<file path="config.mk">
export PLATFORM = sky130hd
export DESIGN_NAME = bcd_scan_display
export DESIGN_NICKNAME = d
export VERILOG_FILES = /design/src/rtl/bcd_disp_pkg.sv /design/src/rtl/bcd_to_seg7.sv /design/src/rtl/bcd_scan_display.sv
export SDC_FILE = /design/constraint.sdc
export NUM_CORES = 1
export LEC_CHECK = 0
export BUFFER_PORTS_ARGS = -buffer_cell sky130_fd_sc_hd__buf_2
export CORE_ASPECT_RATIO = 0.9
export CORE_MARGIN = 3
export CORE_UTILIZATION = 50
export CTS_BUF_LIST = sky130_fd_sc_hd__clkbuf_4 sky130_fd_sc_hd__clkbuf_8
export DETAILED_ROUTE_END_ITERATION = 10
export MAX_ROUTING_LAYER = met4
export PLACE_DENSITY_LB_ADDON = 0.1
export SLEW_MARGIN = 20
export SYNTH_ARGS = -nofsm -noshare
export SYNTH_HDL_FRONTEND = slang
export SYNTH_SLANG_ARGS = --single-unit
</file>
<file path="constraint.sdc">
create_clock -name clk -period 3.2 [get_ports clk]
set_input_delay 0 -clock clk [delete_from_list [all_inputs] [get_ports clk]]
set_output_delay 0 -clock clk [all_outputs]
set_load 0.05 [all_outputs]
</file>
<file path="src/rtl/bcd_disp_pkg.sv">
// Shared types and constants for the multiplexed three-digit BCD display.
// Anode and segment values are active-low.
package bcd_disp_pkg;

    typedef enum logic [1:0] {
        S_SEC = 2'd0,
        S_MIN = 2'd1,
        S_HR  = 2'd2
    } state_t;

    localparam logic [6:0] SEG_DASH = 7'b0111111;
    localparam logic [6:0] SEG_OFF  = 7'b1111111;

    localparam logic [2:0] AN_SEC = 3'b110;
    localparam logic [2:0] AN_MIN = 3'b101;
    localparam logic [2:0] AN_HR  = 3'b011;
    localparam logic [2:0] AN_OFF = 3'b111;

endpackage

</file>
<file path="src/rtl/bcd_to_seg7.sv">
// Combinational BCD to active-low seven-segment decoder, segment order {g,f,e,d,c,b,a}.
// Codes 10..15 are not valid BCD and show a dash.
module bcd_to_seg7
    import bcd_disp_pkg::*;
(
    input  logic [3:0] bcd,
    output logic [6:0] seg
);

    always_comb begin
        unique case (bcd)
            4'd0:    seg = 7'b1000000;
            4'd1:    seg = 7'b1111001;
            4'd2:    seg = 7'b0100100;
            4'd3:    seg = 7'b0110000;
            4'd4:    seg = 7'b0011001;
            4'd5:    seg = 7'b0010010;
            4'd6:    seg = 7'b0000010;
            4'd7:    seg = 7'b1111000;
            4'd8:    seg = 7'b0000000;
            4'd9:    seg = 7'b0010000;
            default: seg = SEG_DASH;
        endcase
    end

endmodule

</file>
<file path="src/rtl/bcd_scan_display.sv">
// Time-multiplexed driver for a three-digit (hours/minutes/seconds) BCD display.
// Digits come from a snapshot taken at frame start so a frame never mixes old and new time.
module bcd_scan_display
    import bcd_disp_pkg::*;
#(
    parameter int REFRESH_DIV = 50000,
    parameter int GUARD       = 500
) (
    input  logic       clk,
    input  logic       rst,
    input  logic [3:0] bcd_seconds,
    input  logic [3:0] bcd_minutes,
    input  logic [3:0] bcd_hours,
    input  logic       blank,
    input  logic       dp_en,
    output logic [2:0] an,
    output logic [6:0] seg,
    output logic       dp,
    output logic       frame_done
);

    localparam int              DIV_W   = $clog2(REFRESH_DIV);
    localparam logic [DIV_W-1:0] DIV_MAX = DIV_W'(REFRESH_DIV - 1);
    localparam logic [DIV_W-1:0] GUARD_V = DIV_W'(GUARD);

    logic [DIV_W-1:0] div;
    state_t           state;
    state_t           next_state;
    logic [11:0]      snap;
    logic [3:0]       digit;
    logic [2:0]       an_sel;
    logic [6:0]       seg_dec;
    logic             slot_end;
    logic             anodes_off;

    assign slot_end   = (div == DIV_MAX);
    assign anodes_off = (div < GUARD_V) || blank;

    // NOTE: every variable assigned here gets a default first so no latch is inferred.
    always_comb begin
        digit      = snap[3:0];
        an_sel     = AN_SEC;
        next_state = S_SEC;
        unique case (state)
            S_SEC: begin
                next_state = S_MIN;
            end
            S_MIN: begin
                digit      = snap[7:4];
                an_sel     = AN_MIN;
                next_state = S_HR;
            end
            S_HR: begin
                digit      = snap[11:8];
                an_sel     = AN_HR;
                next_state = S_SEC;
            end
            default: begin
                next_state = S_SEC;
            end
        endcase
    end

    bcd_to_seg7 u_dec (
        .bcd (digit),
        .seg (seg_dec)
    );

    // NOTE: sequential state uses non-blocking assignments so all registers update together.
    always_ff @(posedge clk) begin
        if (!rst) begin
            div        <= '0;
            state      <= S_SEC;
            snap       <= '0;
            an         <= AN_OFF;
            seg        <= SEG_OFF;
            dp         <= 1'b1;
            frame_done <= 1'b0;
        end else begin
            div <= slot_end ? '0 : div + DIV_W'(1);
            if (slot_end)
                state <= next_state;
            if (state == S_SEC && div == '0)
                snap <= {bcd_hours, bcd_minutes, bcd_seconds};
            // Segments keep decoding during the guard/blank time; only the anodes gate visibility.
            an         <= anodes_off ? AN_OFF : an_sel;
            seg        <= seg_dec;
            dp         <= ~((state == S_MIN) && dp_en && !anodes_off);
            frame_done <= (state == S_HR) && slot_end;
        end
    end

endmodule

</file>
==> impl_metrics.yaml, run 1 <==
status:
  status: "finished clean"
clock_tree:
  cts.sinks: 42
  clkLatencyLatePin_ns: 0.30
  ctsResizeCount: 0
  cts_tree: "done"
  root_buffer: "clkbuf_8"
  htree_levels: 2
  clkTransAtPathRegs_ns: 0.08
  cts_setup_buffers: 0
  cts_buffers: 5
  clk_path_buf_depth: 2
global_route:
  grt_pass1_wl_um: 6741
  grt_max_degree: 19
  grt_usage: 0.1923
  overflow: 0
  grt_pass1_vias: 1499
  antenna_found_initial: 0
yosys:
  ys.flop_type: "dfxtp_1"
  synth_top_area_frac: 0.4430
  yosys.area.top_type: "dfxtp_1"
  ys_top_cells_by_area: "dfxtp_1, nand3_1, ha_1, a21oi_1, nor2_1"
  syn_avg_cell_area_um2: 8.787
  yosys_warnings: 0
  syn_area_um2: 1898
  syn-num-nets: 241
  ys_seq_area_frac: 0.4430
  async_reset_ff_frac: 0
  synth_seq_cells: 42
  synth_cell_types: 40
  synth-edff-count: 0
  syn_inst: 216
floorplan:
  dieArea_um2: 4572
  start_util: 0.5418
  io_pins: 28
  num_rows: 20
  die_width_um: 70.95
  die_h_um: 64.45
  core-area_um2: 3503
sta:
  min_period_ns: 2.302
  relSlewSlack: 0.5732
  rsz0062_at_grt: "no"
  hold_viol_final: 0
  setup_viol: 0
  max_freq_mhz: 434.4
  finalCritPeriodShare: 0.7195
  fin_skew_ns: 0.006987
  slew_violations: 0
  finalSetupTns_ns: 0
  tightest_slew_ns: 0.6401
final_layout:
  area_growth_pct: 22.68
  final_common_cell: "dfxtp_1"
  final_cell_mix: "dfxtp_1, buf_2, nand3_1"
  drive_gt1_frac: 0.1667
  n_fill_cell: 302
  register_area_um2: 840.8
  multiInputGateArea_um2: 978.4
  stdcell_count: 302
  final_nets: 282
  antenna_cells: 0
worst_setup_path:
  worstRegToRegCells: 8
  rr_startpoint: "state[0]$_SDFFE_PN0N_"
  cp-start-kind: "register"
  regToRegSetupSlack_ns: 0.90
  criticalPathCategory: "reg2reg"
  cp.required_ns: 3.43
  crit_path_end_kind: "register"
  cp_max_fo: 9
  crit_arrival_ns: 2.53
  worstReg2RegEnd: "seg[4]$_SDFF_PN1_"
pwr:
  clkPwrFrac: 0.366
  powerDensity_nw_per_um2: 498.6
  seqPwrFrac: 0.486
  p_leak_nw: 0.8928
  switching_power_w: 0.0002964
  p_sw_frac: 0.2553
  ir_drop_mv: 0.3536
  intPower_w: 0.0008645
  combPwrFrac: 0.148
min_path:
  hold_start: "div[0]$_SDFF_PP0_"
  min_to: "div[0]$_SDFF_PP0_"
  hold_depth: 1
  hp-class: "reg2reg"
detailed_routing:
  drtIter0Drc: 113
  vias: 1666
  drt_wl_total_um: 4045
  wl_met1_um: 1910
  top_layer_used: "met4"
  routedWlPerCell_um: 13.39
  wl_met3_um: 172
  vias_per_cell: 5.517
  wl_met2_um: 1896
  ant_nets: 0
  drc_errors: 0
  drt-pass1-iter-count: 4
placement:
  dp_cells: 278
  gp_congestion: 0.8459
  port_buffers: 27
  hpwl_um: 2705
flow_run:
  max_cap_viol_count: 0
==> worst max path at each step <==
stage	slack (ns)	cells past startpoint	to	start
after global routing	0.72	8	seg[4]$_SDFF_PN1_	state[0]$_SDFFE_PN0N_
final	0.90	8	seg[4]$_SDFF_PN1_	state[0]$_SDFFE_PN0N_
after global placement	1.02	8	seg[4]$_SDFF_PN1_	state[0]$_SDFFE_PN0N_
after floorplan	1.10	9	seg[4]$_SDFF_PN1_	state[0]$_SDFFE_PN0N_
after CTS	0.93	6	dp$_SDFF_PN1_	div[10]$_SDFF_PP0_
after detailed placement	0.95	8	seg[4]$_SDFF_PN1_	state[0]$_SDFFE_PN0N_
==> per-stage QoR <==
step	utilization	hold WS, ns	setup WS [ns]	cell area (µm²)	total power, W
floorplan	-	0.08561	1.098	1898	0.0006936
global placement	0.5864	0.2028	1.020	2054	0.0007332
detailed placement	0.5864	0.1995	0.9532	2054	0.0007338
CTS	0.6646	0.4747	0.9298	2328	0.001173
global route	0.6646	0.5075	0.7159	2328	0.001216
finish	0.6646	0.4734	0.8977	2328	0.001161
==> cell type report <==
cell class,instances,area share
Multi-Input combinational cell,155,0.4202
Sequential cell,42,0.3611
Timing Repair Buffer,45,0.1333
Clock buffer,7,0.03600
Tap cell,44,0.02364
Clock inverter,1,0.01290
Inverter,8,0.01290
==> metal layers <==
layer | GRT usage | vias up
met4 | 0.08451 | 0
li1 | - | 863
met5 | - | -
met3 | 0.04651 | 4
met2 | 0.3090 | 32
met1 | 0.2302 | 767
==> power groups by stage <==
stage / clock [W] / combinational [W] / sequential [W]
after floorplan: 0 / 0.0000786 / 0.000615
after global placement: 0 / 0.000157 / 0.000576
after global routing: 0.000462 / 0.000187 / 0.000568
after CTS: 0.000437 / 0.000172 / 0.000564
after detailed placement: 0 / 0.000157 / 0.000576
final: 0.000425 / 0.000172 / 0.000564
==> sequential cells by signal, indices dropped and copies added (netlist names) <==
register and count:
div 16, frame_done 1, seg 7, an 3, dp 1, snap 12, state 2
==> what timing repair did <==
item,4_1_cts,5_1_grt
hold buffers,16,0
endpoints found under the setup margin,0,0
endpoints found under the hold margin,21,0
==> synthesized netlist by cell type (all sizes together), types with 2 or more instances <==
cell type	number
and3	3
xor2	7
o2111ai	2
or3	3
inv	7
a21o	3
nor3	4
xnor2	4
a21oi	21
or4	5
nand4	8
nand3	25
nand2	7
a22oi	3
ha	9
clkbuf	7
buf	4
o21ai	18
a211oi	2
nor4	3
nor2	17
dfxtp	42
==> critical path, stage by stage (launching register included) <==
cell,delay (ns)
dfxtp_1,0.38
inv_1,0.08
ha_1,0.44
nor2_1,0.07
a21oi_1,0.43
inv_1,0.16
ha_1,0.25
mux2_2,0.27
a31oi_1,0.15
==> kinds of logic (layout without fill, tap and decap cells) <==
| group | count (synthesis) | in the layout | share of synthesized area |
|---|---|---|---|
| AND/OR/NAND/NOR | 79 | 79 | 0.2248 |
| XOR/XNOR | 11 | 11 | 0.05076 |
| multiplexers | 2 | 2 | 0.01121 |
| buffers and inverters | 19 | 61 | 0.04483 |
| AO/OA/AOI/OAI | 54 | 54 | 0.1661 |
| adder cells (fa/ha/maj) | 9 | 9 | 0.05933 |
| flip-flops | 42 | 42 | 0.4430 |
Power figures use the tool's default switching activity.
==> inputs of run 2 (changes only) <==
- clock period: 3.2 -> 2.2 ns (I/O delays scaled with it)
==> impl_metrics.yaml, run 2 (synthesis results as in run 1) <==
final_layout:
  register_area_um2: 840.8
  n_fill_cell: 309
  final_nets: 289
  final_cell_area_um2: 2362
  final_cell_mix: "dfxtp_1, buf_2, nand3_1"
  area_growth_pct: 24.46
  antenna_cells: 0
  drive_gt1_frac: 0.1962
  multiInputGateArea_um2: 980.9
  largest_reg_flops: 16
  final_common_cell: "dfxtp_1"
  reg_top3: "div x16, snap x12, seg x7"
  regMostFlops: "div"
worst_setup_path:
  crit_arrival_ns: 2.26
  cp-start-kind: "register"
  cp-endpoint: "seg[4]$_SDFF_PN1_"
  startpoint: "state[0]$_SDFFE_PN0N_"
  regToRegSetupSlack_ns: 0.16
  crit_path_end_kind: "register"
  critical_path.cell_chain: "inv_1 -> ha_1 -> a22oi_1 -> a21o_1 -> inv_1 -> ha_1 -> mux2_2 -> a31oi_1"
  worstRegToRegCells: 8
  rr_startpoint: "state[0]$_SDFFE_PN0N_"
  worstReg2RegEnd: "seg[4]$_SDFF_PN1_"
  cp_max_fo: 6
  cp_slowest_stage_delay_ns: 0.39
  criticalPathCategory: "reg2reg"
  cp.required_ns: 2.42
  critPathSlowestCell: "dfxtp_1"
sta:
  min_period_ns: 2.045
  setup_viol: 0
  finalCritPeriodShare: 0.9295
  relSlewSlack: 0.7040
  max_freq_mhz: 489.0
  tightest_slew_ns: 0.4413
  finalSetupTns_ns: 0
  hold_ws_ns: 0.4468
  slew_violations: 0
  fin_skew_ns: 0.007298
  hold_viol_final: 0
  rsz0062_at_grt: "no"
clock_tree:
  root_buffer: "clkbuf_8"
  clkTransAtPathRegs_ns: 0.08
  clkLatencyLatePin_ns: 0.29
  clk_path_buf_depth: 2
  htree_levels: 2
  cts_buffers: 5
  cts.sinks: 42
  cts_tree: "done"
global_route:
  overflow: 0
  grt_usage: 0.1998
  grt_max_degree: 17
  grt_pass1_vias: 1652
  grt_pass1_wl_um: 7176
  antenna_found_initial: 0
pwr:
  powerDensity_nw_per_um2: 678.3
  ir_drop_mv: 0.4503
  p_leak_nw: 0.9216
floorplan:
  core-area_um2: 3503
  die_width_um: 70.95
  dieArea_um2: 4572
  io_pins: 28
  num_rows: 20
  start_util: 0.5418
  die_h_um: 64.45
flow_run:
  max_cap_viol_count: 0
status:
  status: "finished clean"
detailed_routing:
  vias_per_cell: 5.528
  drc_errors: 0
  vias: 1708
  routedWlPerCell_um: 13.66
  drtIter0Drc: 107
  drt_wl_total_um: 4222
  drt-pass1-iter-count: 4
  ant_nets: 0
placement:
  hpwl_um: 2807
  gp_congestion: 0.7983
  dpl_cell_area_um2: 2100
  port_buffers: 27
min_path:
  hp-class: "in2reg"
-- run 2: final cells by class --
type / count / share of cell area
Tap cell: 44 / 0.02331
Timing Repair Buffer: 52 / 0.1525
Sequential cell: 42 / 0.3559
Multi-Input combinational cell: 155 / 0.4153
Clock buffer: 7 / 0.03814
Clock inverter: 1 / 0.002119
Inverter: 8 / 0.01271
-- run 2: where the power goes --
group	switching [W]	internal [W]	total (W)
clock	0.000249	0.000265	0.000515
combinational	0.000161	0.000102	0.000263
sequential	0.0000224	0.000802	0.000824
total	0.000433	0.00117	0.00160
-- run 2: worst min path at each step --
stage | start | to | slack [ns] | cells after the start
3_3_place_gp | dp_en | dp$_SDFF_PN1_ | 0.20 | 2
4_1_cts | dp_en | dp$_SDFF_PN1_ | 0.43 | 3
5_1_grt | dp_en | dp$_SDFF_PN1_ | 0.44 | 3
2_1_floorplan | dp_en | dp$_SDFF_PN1_ | 0.09 | 1
6_report | dp_en | dp$_SDFF_PN1_ | 0.45 | 3
3_5_place_dp | dp_en | dp$_SDFF_PN1_ | 0.20 | 2
-- run 2: critical path, delay by kind of cell (launching register included) --
| kind | cells | cell delay (ns) |
|---|---|---|
| buf+inv | 2 | 0.19 |
| fa+ha+maj | 2 | 0.52 |
| flops | 1 | 0.39 |
| mux | 1 | 0.26 |
| compound gates | 3 | 0.61 |
-- run 2: through the flow --
stage	util	total power [W]	instances	setup slack, ns
global placement	0.5993	0.001076	284	0.2485
global route	0.6743	0.001678	309	0.05671
floorplan	-	0.001009	216	0.09769
detailed placement	0.5993	0.001079	284	0.1219
finish	0.6743	0.001602	309	0.1551
CTS	0.6693	0.001608	307	0.1130
-- run 2: per-layer routing --
| metal | part of all wire | GRT usage |
|---|---|---|
| met2 | 0.48 | 0.3414 |
| met3 | 0.043 | 0.04496 |
| met1 | 0.46 | 0.2333 |
| met4 | 0.018 | 0.06573 |
| met5 | 0 | - |
-- run 2: what timing repair did --
action,CTS,global route
buffers inserted,0,2
resized for setup,0,1
hold endpoints to repair,20,0
endpoints found under the setup margin,0,1
hold buffers,15,0
